--- config.mk ---
export PLATFORM = sky130hd
export DESIGN_NAME = coeff_reconstruct
export DESIGN_NICKNAME = d
export VERILOG_FILES = /design/src/rtl/coeff_reconstruct.sv
export SDC_FILE = /design/constraint.sdc
export NUM_CORES = 1
export LEC_CHECK = 0
export ABC_CLOCK_PERIOD_IN_PS = 11700
export CAP_MARGIN = 20
export CORE_ASPECT_RATIO = 0.9
export CORE_MARGIN = 2
export CORE_UTILIZATION = 62
export DETAILED_ROUTE_END_ITERATION = 16
export PLACE_DENSITY = 0.8
export SYNTH_ARGS = -nofsm -noshare
export SYNTH_HDL_FRONTEND = slang
export SYNTH_SLANG_ARGS = --single-unit
--- constraint.sdc ---
create_clock -name Clk -period 11.7 [get_ports Clk]
set_clock_uncertainty 0.2 [all_clocks]
set_input_delay 1.17 -clock Clk [delete_from_list [all_inputs] [get_ports Clk]]
set_output_delay 1.17 -clock Clk [all_outputs]
set_load 0.01 [all_outputs]
--- src/rtl/coeff_reconstruct.sv ---
// coeff_reconstruct: final CAVLC stage. Buffers decoded levels, places each one at
// its zig-zag position using run_before values, then streams the whole block.
module coeff_reconstruct #(
    parameter int LEVEL_W   = 13,
    parameter int MAX_COEFF = 16
) (
    input  logic                      Clk,
    input  logic                      Reset,
    input  logic                      Start,
    input  logic [4:0]                TotalCoeff,
    input  logic [3:0]                TotalZeros,
    input  logic signed [LEVEL_W-1:0] LevelIn,
    input  logic                      LevelWr,
    input  logic [3:0]                RunIn,
    input  logic                      RunValid,
    output logic                      RunReady,
    output logic signed [LEVEL_W-1:0] CoeffOut,
    output logic [3:0]                CoeffIdx,
    output logic                      CoeffValid,
    input  logic                      CoeffReady,
    output logic                      Busy,
    output logic                      Done,
    output logic                      Error
);

    typedef enum logic [1:0] {IDLE, LEVELS, PLACE, EMIT} stateT;

    localparam logic [4:0] MaxCoeff = 5'(MAX_COEFF);
    localparam logic [3:0] LastIdx  = 4'(MAX_COEFF - 1);

    stateT state;
    logic [4:0] tc;
    logic [4:0] zl;
    logic [3:0] pos;
    logic [3:0] k;
    logic [3:0] wcnt;
    logic [3:0] emitIdx;
    logic       doneReg;
    logic       errReg;
    logic signed [LEVEL_W-1:0] levelBuf [MAX_COEFF];
    logic signed [LEVEL_W-1:0] coef     [MAX_COEFF];

    logic [4:0] tcClamp;
    logic [4:0] zlLimit;
    logic [4:0] zlClamp;
    logic       startErr;
    logic [3:0] posInit;
    logic [3:0] tcLast;
    logic       runErr;
    logic [4:0] runClamp;

    // Oversized blocks are clamped so Pos always lands inside the coefficient array.
    always_comb begin
        tcClamp  = (TotalCoeff > MaxCoeff) ? MaxCoeff : TotalCoeff;
        zlLimit  = MaxCoeff - tcClamp;
        zlClamp  = ({1'b0, TotalZeros} > zlLimit) ? zlLimit : {1'b0, TotalZeros};
        startErr = (TotalCoeff > MaxCoeff) ||
                   (({1'b0, TotalCoeff} + {2'b0, TotalZeros}) > {1'b0, MaxCoeff});
        posInit  = 4'(tcClamp + zlClamp - 5'd1);
        tcLast   = 4'(tc - 5'd1);
        runErr   = {1'b0, RunIn} > zl;
        runClamp = runErr ? zl : {1'b0, RunIn};
    end

    always_ff @(posedge Clk) begin
        if (Reset) begin
            state   <= IDLE;
            tc      <= '0;
            zl      <= '0;
            pos     <= '0;
            k       <= '0;
            wcnt    <= '0;
            emitIdx <= '0;
            doneReg <= 1'b0;
            errReg  <= 1'b0;
            for (int i = 0; i < MAX_COEFF; i++) begin
                levelBuf[i] <= '0;
                coef[i]     <= '0;
            end
        end else begin
            doneReg <= 1'b0;
            case (state)
                IDLE: begin
                    if (Start) begin
                        tc      <= tcClamp;
                        zl      <= zlClamp;
                        pos     <= posInit;
                        k       <= '0;
                        wcnt    <= '0;
                        emitIdx <= '0;
                        errReg  <= startErr;
                        for (int i = 0; i < MAX_COEFF; i++) begin
                            coef[i] <= '0;
                        end
                        state <= (tcClamp == 5'd0) ? EMIT : LEVELS;
                    end
                end
                LEVELS: begin
                    if (LevelWr) begin
                        levelBuf[wcnt] <= LevelIn;
                        wcnt           <= wcnt + 4'd1;
                        if (wcnt == tcLast) begin
                            state <= PLACE;
                        end
                    end
                end
                PLACE: begin
                    // The final level needs no run; with no zeros left every run is 0.
                    if (k == tcLast) begin
                        coef[pos] <= levelBuf[k];
                        state     <= EMIT;
                    end else if (zl == 5'd0) begin
                        coef[pos] <= levelBuf[k];
                        pos       <= pos - 4'd1;
                        k         <= k + 4'd1;
                    end else if (RunValid) begin
                        coef[pos] <= levelBuf[k];
                        pos       <= 4'({1'b0, pos} - runClamp - 5'd1);
                        zl        <= zl - runClamp;
                        k         <= k + 4'd1;
                        if (runErr) begin
                            errReg <= 1'b1;
                        end
                    end
                end
                EMIT: begin
                    if (CoeffReady) begin
                        if (emitIdx == LastIdx) begin
                            state   <= IDLE;
                            doneReg <= 1'b1;
                        end else begin
                            emitIdx <= emitIdx + 4'd1;
                        end
                    end
                end
                default: state <= IDLE;
            endcase
        end
    end

    assign RunReady   = (state == PLACE) && (k != tcLast) && (zl != 5'd0);
    assign CoeffValid = (state == EMIT);
    assign CoeffIdx   = CoeffValid ? emitIdx : 4'd0;
    assign CoeffOut   = CoeffValid ? coef[emitIdx] : '0;
    assign Busy       = (state != IDLE);
    assign Done       = doneReg;
    assign Error      = errReg;

endmodule

# Yosys cells after proc, flatten, opt, wreduce, memory -nomap -nowiden
# Memory sizes are Yosys's and may differ from the RTL's. A register that Yosys moved wholly into a read port is not among the register bits.
# Cells that the tools add are included.
# classes
n_addsub	12
n_reduce_logical	21
bitwise	20
magnitude_cmp	4
mux	93
eq_ne	19
# ops
cell	n
13-bit two-way mux	21
4-bit two-way mux	18
5-bit two-way mux	7
1-bit two-way mux	33
4-bit case mux with 2 select lines	4
13-bit OR reduction	2
2-bit != test (second input constant)	9
1-bit bitwise OR	18
4-bit by 1-bit subtractor with 4-bit output (second input constant)	4
2-bit two-way mux	7
4-bit by 1-bit adder with 4-bit output (second input constant)	3
6-bit AND reduction	2
4-bit by 5-bit > comparator with 1-bit output	2
5-bit zero test	2
5-bit case mux with 2 select lines	1
4-bit equality test	2
2-bit case mux with 4 select lines	1
4-bit AND reduction	2
2-bit nonzero test	4
5-bit by 4-bit adder with 6-bit output	1
6-bit by 5-bit > comparator with 1-bit output (second input constant)	1
5-bit > comparator (second input constant)	1
5-bit AND reduction	1
5-bit nonzero test	1
18 further kinds	22
# word_totals
mem_count	2
output_inout_bits	22
ff_bits	29
input_bits	32
ramBits	416
# memory_table
name	depth	word_bits	rd	rd_ports_with_merged_regs	write_ports	line	text
coef	16	13	1	1	16	41	logic signed [LEVEL_W-1:0] coef [MAX_COEFF];
levelBuf	16	13	1	1	16	40	logic signed [LEVEL_W-1:0] levelBuf [MAX_COEFF];

# Longest topological paths before layout
# logic_depth
depth_word	10
ltp_mapped	17
depth_no_buf	17

# Worst setup path before layout
# No wires, ideal clock.
# synth_timing
path_type	input port to flip-flop
startpoint	in TotalCoeff[1]
endpoint	reg pos[3]
arrival_time_ns	4.254
stages	16
required_ns	11.367
slack_ns	7.113
path_cell_list	or3_1 xor2_1 nand2_1 ha_1 nand4_1 nand2_1 a21oi_1 mux2_2 xnor2_1 ha_1 fa_1 xnor2_1 xnor2_1 xnor2_1 a21oi_1 a31oi_1
# synth_between
elab_chain_cells	9
# synth_lines
element	line	text
from (decl)	10	input logic [4:0] TotalCoeff,
5-bit > comparator	54	tcClamp = (TotalCoeff > MaxCoeff) ? MaxCoeff : TotalCoeff;
5-bit two-way mux *	54	
5-bit subtractor	55	zlLimit = MaxCoeff - tcClamp;
4-bit by 5-bit > comparator with 1-bit output	56	zlClamp = ({1'b0, TotalZeros} > zlLimit) ? zlLimit : {1'b0, TotalZeros};
5-bit two-way mux	56	
4-bit adder *	59	posInit = 4'(tcClamp + zlClamp - 5'd1);
4-bit by 1-bit subtractor with 4-bit output *	59	
4-bit two-way mux *	84	if (Start) begin
4-bit case mux with 2 select lines *	82	case (state)
to (signal assigned)	87	pos <= posInit;
to (signal assigned)	114	pos <= pos - 4'd1;
to (signal assigned)	118	pos <= 4'({1'b0, pos} - runClamp - 5'd1);
to (decl)	34	logic [3:0] pos;
# Mark *: on every way between the ends. The rest lies on a longest branch, timed or not. The select of a mux whose other input is x is not followed.
# A chain may end at the register's enable or synchronous reset.

# Worst setup path in the final report
# Same ends and word-level chain as after synthesis.

==> run_results.csv <==
group,metric,value,unit
power_and_ir_drop,p_leak,8.35,nW
synth,avgSynthCellArea,14.1,µm²
placed_design,place.gp.congestion,0.850,
synth,yosysTopAreaCell,"edfxtp_1",
drt,route.detailed.drc,0,
power_and_ir_drop,power_density,180,nW/µm²
cts,cts_buffers,45,
placed_design,hpwl,30500,µm
synth,yosys.area.top_type_share,57.9,%
synth,ys_ff_latch,453,
cts,ctsHtreeMaxLevel,2,
timing,rsz0062_at_grt,"false",
power_and_ir_drop,seqPwrFrac,48.3,%
critical_path,worstPathCellList,"clkdlybuf4s50_1 -> or3_1 -> xor2_1 -> nand2_1 -> ha_1 -> nand4_1 -> nand2_1 -> a21oi_1 -> mux2_2 -> xnor2_1 -> ha_1 -> fa_1 -> xnor2_1 -> xnor2_1 -> xnor2_1 -> a21oi_1 -> a31oi_1",
floorplanning,fp.dieH,181,µm
global_route,grt_pass1_wl,74800,µm
min_path,hold_path.class,"reg2reg",
cts,post_cts_resize_count,0,
finish,instances_no_fill,2028,
timing,slew_viol_final,0,
power_and_ir_drop,peakVddDrop,0.151,mV
critical_path,startpoint_type,"input pin",
cts,cts_tree,"done",
critical_path,crit_end,"pos[3]$_SDFFE_PP0P_",
floorplanning,num_rows,64,
power_and_ir_drop,combPwrFrac,20.5,%
drt,vias,12633,
critical_path,crit_arrival,5.05,ns
synth,synth_nets,1602,
drt,initialDrtViolationCount,1282,
timing,finalHoldViolations,0,
global_route,grt_usage,27.4,%
synth,synth_edf_count,416,
power_and_ir_drop,clockPowerShare,31.3,%
critical_path,r2r_cells,6,
timing,worst_pin_slew,0.977,ns
cts,root_buffer,"clkbuf_16",
cts,cts_hold_buffers,0,
power_and_ir_drop,switchingPower,1.20,mW
power_and_ir_drop,internal_power,3.05,mW
timing,fmax,0.207,GHz
drt,routed_via_density,6.23,
timing,period_share,41.3,%
finish,antenna_cells,0,
critical_path,crit_required,11.92,ns
finish,finalNetCount,1611,
global_route,antenna_found_initial,1,
placed_design,io_buffers,53,
timing,slew_headroom,34.8,%
drt,post_drt_wl_per_cell,24.1,µm
drt,first_pass_iters,5,
synth,ys_async_sr_fraction,0,%
synth,syn_area,21600,µm²
critical_path,r2r_setup_slack,8.06,ns
synth,syn_inst,1527,
cts,clk_latency,0.57,ns
global_route,overflow,0,
floorplanning,io_pins,54,
drt,ant_nets,0,
cts,postCtsSetupBuffers,0,
synth,synth.distinct_cells,55,
critical_path,worstSetupPathType,"in2reg",
finish,drive_gt1_share,16.7,%
critical_path,r2r-end,"coef[9][2]$_SDFFCE_PN0P_",
floorplanning,start_util,63.2,%
synth,synthFlopType,"edfxtp_1",
cts,cts_max_path_buffers,3,
min_path,hp-start,"emitIdx[3]$_SDFFE_PP0P_",
synth,yosysWarnings,0,
critical_path,cp-end-kind,"flop",
floorplanning,die_x,201,µm
critical_path,reg2reg_from,"state[0]$_SDFFE_PP0P_",
global_route,grt_pass1_vias,12667,
outcome,status,"completed",
critical_path,cp-startpoint,"TotalCoeff[1]",
critical_path,cp_slowest_cell,"clkdlybuf4s50_1",
cts,cts_num_sinks,453,
finish,area_delta_synth_final,9.37,%
placed_design,dp.cells,1949,
timing,timing.setup.tns,0,ns
critical_path,crit_top_cell,"xnor2_1",
floorplanning,core,34100,µm²
drt,wl,48800,µm
run,cap_viol_max_count,0,
timing,final.min_clock_period,4.83,ns
timing,finalSetupViolCount,0,
power_and_ir_drop,finalPower,4.25,mW
critical_path,timing.critical_path.fanout_max,6,
global_route,grt_max_degree,53,
synth,synthTopCellsByArea,"edfxtp_1 (58%), mux4_2 (12%), and2_1 (6.6%), nor2_1 (4.6%), dfxtp_1 (3.4%)",
cts,clkTransAtPathRegs,0.06,ns
synth,ys_seq_area_share,61.3,%
power_and_ir_drop,switching_share,28.2,%
critical_path,critPathMaxStageDelay,0.53,ns
floorplanning,die-area,36300,µm²
==> state kept, by name, summed over array words and instances, names as in the netlist, named ones only <==
| signal | count |
|---|---|
| Error | 1 |
| state | 2 |
| zl | 5 |
| coef | 208 |
| k | 4 |
| pos | 4 |
| Done | 1 |
| emitIdx | 4 |
| levelBuf | 208 |
| wcnt | 4 |
| tc | 4 |
==> how the worst min path moves through the flow <==
stage,cells after the start,to,slack [ns]
final,2,Done$_SDFF_PP0_,0.34
after global routing,2,Done$_SDFF_PP0_,0.36
after CTS,2,Done$_SDFF_PP0_,0.33
after detailed placement,2,Done$_SDFF_PP0_,0.32
after global placement,2,Done$_SDFF_PP0_,0.31
after floorplan,2,Done$_SDFF_PP0_,0.29
==> through the flow <==
step	util [%]	cell area (µm²)	hold WS (ns)	worst slack (ns)
after floorplan	-	21600	0.287	7.11
after detailed placement	65.2	22200	0.321	6.30
after global placement	65.2	22200	0.313	6.38
after CTS	69.0	23500	0.329	6.76
final	69.2	23600	0.336	6.87
after global routing	69.2	23600	0.360	6.61
==> final cells by class <==
class                   count  area [µm²]
clock buffers              58        1170
clock inverters            19         139
fillers                  2260       10500
inverters                  32         120
multi-input cells         937        7670
flip-flops and latches    453       13200
well taps                 462         578
repair buffers             67         676
==> power by group through the flow <==
| stage | sequential (mW) | combinational, mW | clock [mW] |
|---|---|---|---|
| floorplan | 2.05 | 0.625 | 0 |
| global placement | 2.07 | 0.822 | 0 |
| detailed placement | 2.09 | 0.846 | 0 |
| CTS | 2.06 | 0.852 | 1.33 |
| global route | 2.07 | 0.937 | 1.39 |
| finish | 2.05 | 0.870 | 1.33 |
==> cells in the final DEF (no fill, tap or decap), drive strengths merged, types with 2 or more instances in the layout <==
| cell type | instances |
|---|---|
| o21ai | 26 |
| inv | 32 |
| a22o | 2 |
| a21oi | 21 |
| buf | 14 |
| mux2i | 20 |
| and2 | 226 |
| dfxtp | 37 |
| clkinv | 17 |
| nand2 | 74 |
| o211ai | 3 |
| xnor3 | 2 |
| a221oi | 2 |
| mux4 | 117 |
| clkbuf | 58 |
| nand4 | 5 |
| xnor2 | 13 |
| nor3 | 14 |
| mux2 | 16 |
| a211oi | 7 |
| xor2 | 13 |
| fa | 4 |
| edfxtp | 416 |
| clkdlybuf4s50 | 53 |
| o21bai | 3 |
| or2 | 17 |
| o21a | 4 |
| o31ai | 2 |
| a21o | 3 |
| nor2 | 265 |
| nand2b | 6 |
| nor2b | 9 |
| a31oi | 3 |
| nor3b | 4 |
| nand3 | 7 |
| ha | 39 |
| and3 | 3 |
==> cell families (layout without fill, tap and decap cells) <==
group	count (synthesis)	in the layout	synth area share, %
flip-flops	453	453	61.3
multiplexers	153	153	14.0
AND/OR/NAND/NOR	634	634	14.7
XOR/XNOR	28	28	1.26
buffers and inverters	137	176	3.14
adder cells (fa/ha/maj)	43	43	2.63
AO/OA/AOI/OAI	79	79	2.98
==> worst max-delay path, delay by kind of cell <==
family	cells	cell delay [ns]
adders and majority gates	3	0.95
muxes	1	0.42
xor gates and xnor gates	5	0.75
and+or+nand+nor	4	0.70
buffers and inverters	1	0.53
AOI/OAI and AO/OA	3	0.55
==> per-layer routing <==
metal  up-vias  share of wire, %  track usage [%]
met4         2               3.1             8.68
met1      6332                38             38.0
li1       5514                 -                -
met5         -             0.025                0
met3       105               9.6             4.51
met2       680                49             45.2
==> cell usage after synthesis (3+ instances only) <==
master / number
o21ai_0: 11
mux4_2: 117
nor3_1: 12
o21a_1: 4
edfxtp_1: 416
nand2_2: 13
xor2_1: 13
and2_1: 226
nand2b_1: 6
nor3b_1: 4
a21oi_1: 21
o21bai_1: 3
o211ai_1: 3
mux2i_1: 19
nor2b_2: 4
mux2_2: 16
o21ai_4: 14
or2_2: 17
xnor2_1: 13
a211oi_1: 7
dfxtp_1: 37
buf_6: 5
nor2_1: 265
buf_2: 16
nand2_1: 61
nand3_1: 7
a21o_1: 3
ha_1: 39
nand4_1: 5
buf_4: 28
nor2b_1: 5
fa_1: 4
inv_1: 31
clkbuf_1: 55
(Power assumes the default switching activity.)
